[src/rtl/ps2_scancode_decoder_if.sv]
// Bundle of the PS/2 byte input, the key-event queue handshake and the
// keyboard status outputs. The decoder sits on the slave side. The keyboard
// receiver and the CPU/IO consumer sit on the master side.
interface ps2_scancode_decoder_if;
    logic [7:0] received_data;
    logic       received_data_en;
    logic       ev_valid;
    logic [9:0] ev_data;
    logic       ev_ready;
    logic       overflow;
    logic       ovf_clear;
    logic       mod_shift;
    logic       mod_ctrl;
    logic       mod_alt;
    logic       bat_ok;

    modport master (
        output received_data, received_data_en, ev_ready, ovf_clear,
        input  ev_valid, ev_data, overflow, mod_shift, mod_ctrl, mod_alt, bat_ok
    );

    modport slave (
        input  received_data, received_data_en, ev_ready, ovf_clear,
        output ev_valid, ev_data, overflow, mod_shift, mod_ctrl, mod_alt, bat_ok
    );
endinterface

[src/rtl/ps2_scancode_decoder.sv]
// PS/2 scan-code set 2 decoder. It collapses E0/F0/E1 prefix sequences into
// single 10-bit key events {release, extended, code}. The events are queued
// in a first-word-fall-through FIFO. The decoder also tracks the live
// Shift/Ctrl/Alt state and the BAT-passed flag.
module ps2_scancode_decoder #(
    parameter int unsigned FIFO_DEPTH = 8
) (
    input logic                    CLOCK_50,
    input logic                    reset,
    ps2_scancode_decoder_if.slave  bus
);
    localparam int unsigned AW = $clog2(FIFO_DEPTH);

    typedef enum logic [2:0] {
        IDLE,
        GOT_E0,
        GOT_F0,
        GOT_E0F0,
        SKIP_E1
    } state_t;

    state_t     state, state_n;
    logic [2:0] skip_cnt, skip_n;
    logic       emit;
    logic [9:0] emit_data;
    logic       bat_set;
    logic       fake_shift;

    logic       l_shift, r_shift, l_ctrl, r_ctrl, l_alt, r_alt;
    logic       overflow_q, bat_ok_q;

    logic [9:0] mem [FIFO_DEPTH];
    logic [AW:0] wr_ptr, rd_ptr;
    logic       empty, full, push, pop, push_ok;

    // Extended 0x12/0x59 are the "fake shift" bytes that wrap PrtScr and similar keys.
    assign fake_shift = (bus.received_data == 8'h12) || (bus.received_data == 8'h59);

    // Decoder state register and Pause skip counter
    always_ff @(posedge CLOCK_50) begin
        if (reset) begin
            state    <= IDLE;
            skip_cnt <= '0;
        end else begin
            state    <= state_n;
            skip_cnt <= skip_n;
        end
    end

    // Next-state decode; emits at most one event per received byte
    always_comb begin
        state_n   = state;
        skip_n    = skip_cnt;
        emit      = 1'b0;
        emit_data = '0;
        bat_set   = 1'b0;
        if (bus.received_data_en) begin
            case (state)
                IDLE: begin
                    case (bus.received_data)
                        8'hE0: state_n = GOT_E0;
                        8'hF0: state_n = GOT_F0;
                        8'hE1: begin
                            state_n = SKIP_E1;
                            skip_n  = 3'd7;
                        end
                        8'hAA: bat_set = 1'b1;
                        8'hFA, 8'hFE, 8'hEE, 8'h00, 8'hFF: ;
                        default: begin
                            emit      = 1'b1;
                            emit_data = {2'b00, bus.received_data};
                        end
                    endcase
                end
                GOT_E0: begin
                    case (bus.received_data)
                        8'hF0: state_n = GOT_E0F0;
                        8'hE0: state_n = GOT_E0;
                        default: begin
                            state_n   = IDLE;
                            emit      = !fake_shift;
                            emit_data = {2'b01, bus.received_data};
                        end
                    endcase
                end
                GOT_F0: begin
                    if (bus.received_data == 8'hE0) begin
                        state_n = GOT_E0F0;
                    end else begin
                        state_n   = IDLE;
                        emit      = 1'b1;
                        emit_data = {2'b10, bus.received_data};
                    end
                end
                GOT_E0F0: begin
                    state_n   = IDLE;
                    emit      = !fake_shift;
                    emit_data = {2'b11, bus.received_data};
                end
                SKIP_E1: begin
                    if (skip_cnt <= 3'd1) begin
                        skip_n    = '0;
                        state_n   = IDLE;
                        emit      = 1'b1;
                        emit_data = {2'b00, 8'hE1};
                    end else begin
                        skip_n = skip_cnt - 3'd1;
                    end
                end
                default: begin
                    state_n = IDLE;
                    skip_n  = '0;
                end
            endcase
        end
    end

    // Modifier bits follow decoded make/break events, whether or not the FIFO accepts them
    always_ff @(posedge CLOCK_50) begin
        if (reset) begin
            l_shift <= 1'b0;
            r_shift <= 1'b0;
            l_ctrl  <= 1'b0;
            r_ctrl  <= 1'b0;
            l_alt   <= 1'b0;
            r_alt   <= 1'b0;
        end else if (emit) begin
            case (emit_data[8:0])
                {1'b0, 8'h12}: l_shift <= !emit_data[9];
                {1'b0, 8'h59}: r_shift <= !emit_data[9];
                {1'b0, 8'h14}: l_ctrl  <= !emit_data[9];
                {1'b1, 8'h14}: r_ctrl  <= !emit_data[9];
                {1'b0, 8'h11}: l_alt   <= !emit_data[9];
                {1'b1, 8'h11}: r_alt   <= !emit_data[9];
                default: ;
            endcase
        end
    end

    assign empty   = (wr_ptr == rd_ptr);
    assign full    = (wr_ptr[AW] != rd_ptr[AW]) && (wr_ptr[AW-1:0] == rd_ptr[AW-1:0]);
    assign pop     = bus.ev_ready && !empty;
    assign push    = emit;
    assign push_ok = push && (!full || pop);

    // FIFO pointers. A push into a full FIFO is accepted when a pop happens in the same cycle.
    always_ff @(posedge CLOCK_50) begin
        if (reset) begin
            wr_ptr <= '0;
            rd_ptr <= '0;
        end else begin
            if (push_ok) wr_ptr <= wr_ptr + 1'b1;
            if (pop)     rd_ptr <= rd_ptr + 1'b1;
        end
    end

    // FIFO storage, written on accepted pushes only
    always_ff @(posedge CLOCK_50) begin
        if (push_ok) mem[wr_ptr[AW-1:0]] <= emit_data;
    end

    // Sticky flags. A new overflow takes priority over ovf_clear in the same cycle.
    always_ff @(posedge CLOCK_50) begin
        if (reset) begin
            overflow_q <= 1'b0;
            bat_ok_q   <= 1'b0;
        end else begin
            if (push && !push_ok)   overflow_q <= 1'b1;
            else if (bus.ovf_clear) overflow_q <= 1'b0;
            if (bat_set) bat_ok_q <= 1'b1;
        end
    end

    assign bus.ev_valid  = !empty;
    assign bus.ev_data   = empty ? '0 : mem[rd_ptr[AW-1:0]];
    assign bus.overflow  = overflow_q;
    assign bus.bat_ok    = bat_ok_q;
    assign bus.mod_shift = l_shift | r_shift;
    assign bus.mod_ctrl  = l_ctrl | r_ctrl;
    assign bus.mod_alt   = l_alt | r_alt;
endmodule

[src/flat_wrapper.sv]
// flat-port wrapper written by rule: the top's interface ports become plain ports
module ps2_scancode_decoder_flat 
#(
    parameter int unsigned FIFO_DEPTH = 8
)
  (CLOCK_50, reset, bus_received_data, bus_received_data_en, bus_ev_ready, bus_ovf_clear, bus_ev_valid, bus_ev_data, bus_overflow, bus_mod_shift, bus_mod_ctrl, bus_mod_alt, bus_bat_ok);
  ps2_scancode_decoder_if bus_i ();
  input logic CLOCK_50;
  input logic reset;
  input wire logic [$bits(bus_i.received_data)-1:0] bus_received_data;
  input wire logic [$bits(bus_i.received_data_en)-1:0] bus_received_data_en;
  input wire logic [$bits(bus_i.ev_ready)-1:0] bus_ev_ready;
  input wire logic [$bits(bus_i.ovf_clear)-1:0] bus_ovf_clear;
  output wire logic [$bits(bus_i.ev_valid)-1:0] bus_ev_valid;
  output wire logic [$bits(bus_i.ev_data)-1:0] bus_ev_data;
  output wire logic [$bits(bus_i.overflow)-1:0] bus_overflow;
  output wire logic [$bits(bus_i.mod_shift)-1:0] bus_mod_shift;
  output wire logic [$bits(bus_i.mod_ctrl)-1:0] bus_mod_ctrl;
  output wire logic [$bits(bus_i.mod_alt)-1:0] bus_mod_alt;
  output wire logic [$bits(bus_i.bat_ok)-1:0] bus_bat_ok;
  assign bus_i.received_data = bus_received_data;
  assign bus_i.received_data_en = bus_received_data_en;
  assign bus_i.ev_ready = bus_ev_ready;
  assign bus_i.ovf_clear = bus_ovf_clear;
  assign bus_ev_valid = bus_i.ev_valid;
  assign bus_ev_data = bus_i.ev_data;
  assign bus_overflow = bus_i.overflow;
  assign bus_mod_shift = bus_i.mod_shift;
  assign bus_mod_ctrl = bus_i.mod_ctrl;
  assign bus_mod_alt = bus_i.mod_alt;
  assign bus_bat_ok = bus_i.bat_ok;
  ps2_scancode_decoder #(.FIFO_DEPTH(FIFO_DEPTH)) u_core (.CLOCK_50(CLOCK_50), .reset(reset), .bus(bus_i));
endmodule
[config.mk]
export PLATFORM = sky130hd
export DESIGN_NAME = ps2_scancode_decoder_flat
export DESIGN_NICKNAME = d
export VERILOG_FILES = /design/src/rtl/ps2_scancode_decoder_if.sv /design/src/rtl/ps2_scancode_decoder.sv /design/src/flat_wrapper.sv
export SDC_FILE = /design/constraint.sdc
export NUM_CORES = 1
export LEC_CHECK = 0
export BUFFER_PORTS_ARGS = -buffer_cell sky130_fd_sc_hd__buf_2
export CAP_MARGIN = 20
export CORE_MARGIN = 10
export CORE_UTILIZATION = 37
export DETAILED_ROUTE_END_ITERATION = 16
export SLEW_MARGIN = 30
export SYNTH_ARGS = -nofsm -noshare
export SYNTH_HDL_FRONTEND = slang
export SYNTH_SLANG_ARGS = --single-unit
[constraint.sdc]
create_clock -name CLOCK_50 -period 3.5 [get_ports CLOCK_50]
set_clock_uncertainty 0.1 [all_clocks]
set_input_delay 0.525 -clock CLOCK_50 [delete_from_list [all_inputs] [get_ports CLOCK_50]]
set_output_delay 0.525 -clock CLOCK_50 [all_outputs]
set_load 0.03 [all_outputs]
### Word-level counts from Yosys, hierarchy flattened

Memories as Yosys holds them, arrays and structs flattened. A register that Yosys moved wholly into a read port is not among the register bits.
Index checks and enable logic that the tools add are counted.

* equality and inequality tests: 26
* reductions and logical operators: 25
* order comparisons: 1
* multiplexer cells: 30
* bitwise operators: 4
* add/sub/neg operators: 3

Operators with widths (number)
* == test 8 bit (second input constant): 8
* one-hot mux 10 bit (5 select lines): 1
* 2-to-1 mux 10 bit: 3
* == test 9 x 5 -> 1 bit (second input constant): 3
* == test 9 bit (second input constant): 2
* one-hot mux 3 bit (3 select lines): 2
* 2-to-1 mux 8 bit: 2
* 2-to-1 mux 3 bit: 5
* 2-to-1 mux 1 bit: 12
* one-hot mux 3 bit (4 select lines): 1
* AND reduction 2 bit: 6
* == test 9 x 7 -> 1 bit (second input constant): 1
* 2-to-1 mux 9 bit: 1
* OR reduction 9 bit: 1
* adder 4 x 1 -> 4 bit (second input constant): 2
* == test 8 x 5 -> 1 bit (second input constant): 1
* == test 8 x 7 -> 1 bit (second input constant): 1
* zero test 8 bit: 1
* == test 3 x 2 -> 1 bit (second input constant): 2
* AND reduction 3 bit: 2
* zero test 1 bit: 5
* one-hot mux 1 bit (5 select lines): 1
* == test 4 bit: 1
* logical AND 1 bit: 4
* other kinds (18): 21

* memory bits (writable): 80
* bits of input ports: 13
* register bits after elaboration: 22
* memories: 1

Memories
* u_core.mem: words 8, bits a word 10, rd ports 1, clocked after Yosys merged registers in 1, wr ports 1, RTL line ps2_scancode_decoder.sv:32 `logic [9:0] mem [FIFO_DEPTH];`

### Logic depth before layout (Yosys ltp)

* word-level depth: 10
* depth in mapped cells: 9
* mapped depth without buffers: 9

### Worst setup path before layout

No wires, ideal clock.

* kind: input -> register
* from: in bus_received_data[6]
* to: mem u_core.mem[4][0], enable pin
* path buffers: 2
* arrival: 2.946 ns
* path slack: 0.046 ns
* required time: 2.993 ns
* stages on the path: 8
* library setup time: 0.407 ns
* cells stage by stage: buf_6 and3_1 and3b_1 nor3_1 inv_1 a31o_1 buf_2 nor4b_1

* word-level cells in the longest chain between the ends: 9
* elaborated cells on any way between the ends: 23

Ends and longest elaborated chain
* start, declared: RTL line flat_wrapper.sv:10 `input wire logic [$bits(bus_i.received_data)-1:0] bus_received_data;`
* parallel branches: the longest is 4 deep, another holds OR reduction 9 bit
* one-hot mux 1 bit (5 select lines) (*): RTL line ps2_scancode_decoder.sv:58 `case (state)`
* 2-to-1 mux 1 bit (*): RTL line ps2_scancode_decoder.sv:57 `if (bus.received_data_en) begin`
* logical AND 1 bit (*): RTL line ps2_scancode_decoder.sv:144 `assign push_ok = push && (!full || pop);`
* 2-to-1 mux 1 bit (*): RTL line ps2_scancode_decoder.sv:159 `if (push_ok) mem[wr_ptr[AW-1:0]] <= emit_data;`
* 2-to-1 mux 1 bit (implied by the code) (*): RTL line ps2_scancode_decoder.sv:159
* end, declared: RTL line ps2_scancode_decoder.sv:32

Mark *: on every way between the ends.

### Worst setup path in the final report

* from: reg u_core.state[2]
* to: mem u_core.mem[4][7], enable pin

* word-level cells in the longest chain between the ends: 6
* elaborated cells on any way between the ends: 10

Ends and longest elaborated chain
* start, declared: RTL line ps2_scancode_decoder.sv:22 `state_t state, state_n;`
* start signal, assigned: RTL line ps2_scancode_decoder.sv:45 `state <= state_n;`
* == test 3 bit (tied with other cells): RTL line ps2_scancode_decoder.sv:58
* one-hot mux 1 bit (5 select lines) (*): RTL line ps2_scancode_decoder.sv:58
* 2-to-1 mux 1 bit (*): RTL line ps2_scancode_decoder.sv:57
* logical AND 1 bit (*): RTL line ps2_scancode_decoder.sv:144
* 2-to-1 mux 1 bit (*): RTL line ps2_scancode_decoder.sv:159
* 2-to-1 mux 1 bit (implied by the code) (*): RTL line ps2_scancode_decoder.sv:159

Every way passes the cells marked *; elsewhere a longest branch is shown, timed or not.

==> summary.md <==
| Metric | Value |
|---|---|
| FP Rows | `41` |
| Commonest cells in the netlist | `edfxtp_1, nor2_1, dfxtp_1` |
| Fin area | `5380 um2` |
| Status | `completed` |
| Clk Latency, worst-skew pair | `0.34 ns` |
| Die ar. | `between 15000 and 20000 um2` |
| Drt drc | `0` |
| Cts bufs inserted | `9` |
| Min-Delay Path Class | `input port to flip-flop` |
| CP Max Fanout | `20` |
| WL/cell | `17.8 um` |
| GR Overflow Total | `0` |
| DP Area | `5100 um2` |
| # hold bufs at CTS | `0` |
| Io pins | `29` |
| Vias | `2934` |
| CP delay by family, top | `simple AND/OR/NAND/NOR gates` |
| RSZ-0062 raised after global routing | `no` |
| # Max-Cap Violations | `0` |
| H-tree depth | `3` |
| Pleak | `approximately 1.8 nW` |
| Detailed-route wire length | `9.82 mm` |
| Hold Worst Slack | `0.350 ns` |
| Critical Path AT | `2.73 ns` |
| Slew HR | `55.3%` |
| Simple-Gate Fraction of Synth Area | `13.3%` |
| Post-CTS setup buffer count | `0` |
| Final non-filler cell total | `551` |
| Antenna violations before repair | `0` |
| Slew Limit Fails | `0` |
| Most common cell in the netlist | `edfxtp_1` |
| Setup crit start kind | `flip-flop` |
| Worst-Margin Slew | `0.670 ns` |
| Largest net degree at the start of global routing | `26` |
| Post-synth EDFFs | `80` |
| ANT nets after route | `0` |
| Final setup violation count | `0` |
| Post-synth cell types | `57` |
| Top cells by area, synth | `edfxtp_1, dfxtp_1, mux4_2` |
| CP required | `3.44 ns` |
| Final hold vios | `0` |
| #FFs+latches synth | `105` |
| Most used DFF post-synth | `edfxtp_1` |
| CP max stage delay | `0.52 ns` |
| CP max stage cell | `dfxtp_1` |
| Adder-Cell Fraction of Synth Area | `1.05%` |
| Crit path kind | `flip-flop to flip-flop` |
| Fin Setup TNS | `0 ns` |
| Sequential cell area | `2900 um2` |
| Sink Count | `roughly 110` |
| Root Buffer | `clkbuf_16` |
| GRT Overall Usage | `11.4%` |
| Cells along the critical path | `nor2b_1 > nand2_1 > nor3_1 > inv_1 > a31o_1 > nor4b_2 > buf_4` |
| Buf/Inv on CP | `2` |
| Post-synthesis sequential area ratio | `61.1%` |
| Core outline area | `12600 um2` |
| Post-synthesis mux area share | `12.5%` |
| Final worst slack | `0.710 ns` |
| Longest Clk Path Bufs | `2` |
| Gpl congestion | `0.902` |
| Post-synthesis cell type with the largest combined area | `edfxtp_1` |
| P per Cell Area | `533 nW/um2` |
| Die width | `between 100 and 150 um` |
| Reg clk slew, reported paths | `0.07 ns` |
| Final HPWL DP | `6.67 mm` |
| Starting Density | `37.7%` |
| Avg Vias per Cell | `~5.3` |
| PortBufs | `28` |
| Fin crit share | `79.7%` |
| Filler Cells Inserted | `1206` |
| Vias in the first global route | `2975` |
| CTS tree | `done` |
| Post-cts resize count | `0` |
| Diodes inserted | `0` |
| Synth async-reset ratio | `0%` |
| Mapped cell area | `4750 um2` |
| Dpl ws | `0.585 ns` |
| Max VDD drop | `0.000187 V` |
| Min cycle time layout | `2.79 ns` |
| Footprint of the multi-input gates | `about 1700 um2` |
| Synthesis warning total | `0` |
| XOR/XNOR Fraction of Synth Area | `1.84%` |
| DRT iter0 DRCs | `222` |
| Crit. End Element | `flip-flop` |
| Largest family of logic cells by synthesized area | `simple AND/OR/NAND/NOR gates` |
| Layout area overhead | `13.2%` |
| Die H | `133 um` |
| Post-Synthesis Cells | `about 350` |
| Inst Count DP | `536` |
| Layout Nets | `392` |
| DR pass1 iterations | `4` |
| Post-synth top area share | `between 50% and 60%` |
| First-pass GRT wire length | `~16 mm` |
| Fmax achieved | `358 MHz` |
| Synth Area in Compound Gates | `6.90%` |
| Mapped Avg Cell Area | `about 14 um2` |
| Synth Net Count | `365` |
| Layout cells sized above 1 | `24.5%` |
==> flip-flops by register name, summed over array words and instances (netlist names), 3 cells and up, named ones only <==
signal	count
u_core.wr_ptr	4
u_core.state	3
u_core.rd_ptr	4
u_core.mem	80
u_core.skip_cnt	3
==> cell usage in the layout (no fill, tap or decap), drive strengths merged, types with 3 or more instances in the layout <==
cell / n
nand2: 15
xor2: 3
clkbuf: 9
and3: 9
mux4: 20
nor2b: 6
or3: 5
mux2i: 13
o21ai: 7
nor4b: 4
ha: 4
nor4: 6
inv: 10
nor3: 11
nand4: 6
dfxtp: 25
edfxtp: 80
or2: 3
buf: 40
xnor2: 7
or4b: 3
nor2: 37
a21oi: 19
nand3: 5
==> through the flow <==
step / util (%) / power (mW)
global route: 42.6 / 2.99
CTS: 42.6 / 2.90
finish: 42.6 / 2.87
detailed placement: 40.4 / 1.97
global placement: 40.4 / 1.96
floorplan: - / 1.82
==> worst min-delay path, delay by kind of cell <==
kind / cells / cell delay (ns)
and+or+nand+nor: 2 / 0.08
buffers and inverters: 1 / 0.07
AOI/OAI and AO/OA: 1 / 0.06
==> layout make-up <==
| type | instances | share of cell area [%] |
|---|---|---|
| inverters | 7 | 0.488 |
| multi-input cells | 212 | 32.1 |
| clock inverters | 6 | 0.930 |
| clock buffers | 9 | 4.19 |
| flip-flops and latches | 105 | 54.0 |
| repair buffers | 40 | 4.28 |
| well taps | 172 | 4.00 |
==> routing by layer <==
metal | track usage [%] | part of all wire [%] | up-vias
met5 | 0 | 0 | -
met4 | 4.72 | 1.6 | 0
met3 | 2.71 | 4.5 | 11
met2 | 18.5 | 49 | 52
met1 | 14.2 | 45 | 1487
li1 | - | - | 1384
==> report_power, final <==
group | switching (mW) | leakage [nW] | internal (mW)
Sequential | 0.0211 | 0.956 | 1.38
Combinational | 0.325 | 0.715 | 0.208
Clock | 0.448 | 0.134 | 0.488
==> kinds of logic (layout without fill, tap and decap cells) <==
| logic type | Yosys count | in the layout |
|---|---|---|
| flip-flops | 105 | 105 |
| multiplexers | 34 | 34 |
| AO/OA/AOI/OAI | 47 | 47 |
| AND/OR/NAND/NOR | 117 | 117 |
| adder cells (fa/ha/maj) | 4 | 4 |
| XOR/XNOR | 10 | 10 |
| buffers and inverters | 31 | 62 |
==> path summary, 6_finish.rpt <==
| kind | start | to | slack [ns] | cells past startpoint |
|---|---|---|---|---|
| max | u_core.state[2]$_SDFFE_PP0P_ | u_core.mem[4][7]$_DFFE_PP_ | 0.71 | 7 |
| min | bus_ovf_clear | u_core.bus.overflow$_SDFFE_PP0P_ | 0.35 | 4 |
| max reg2reg | u_core.state[2]$_SDFFE_PP0P_ | u_core.mem[4][7]$_DFFE_PP_ | 0.71 | 7 |
| min reg2reg | u_core.bus.overflow$_SDFFE_PP0P_ | u_core.bus.overflow$_SDFFE_PP0P_ | 0.36 | 2 |
Note: power is estimated with default switching activity, not from simulation.
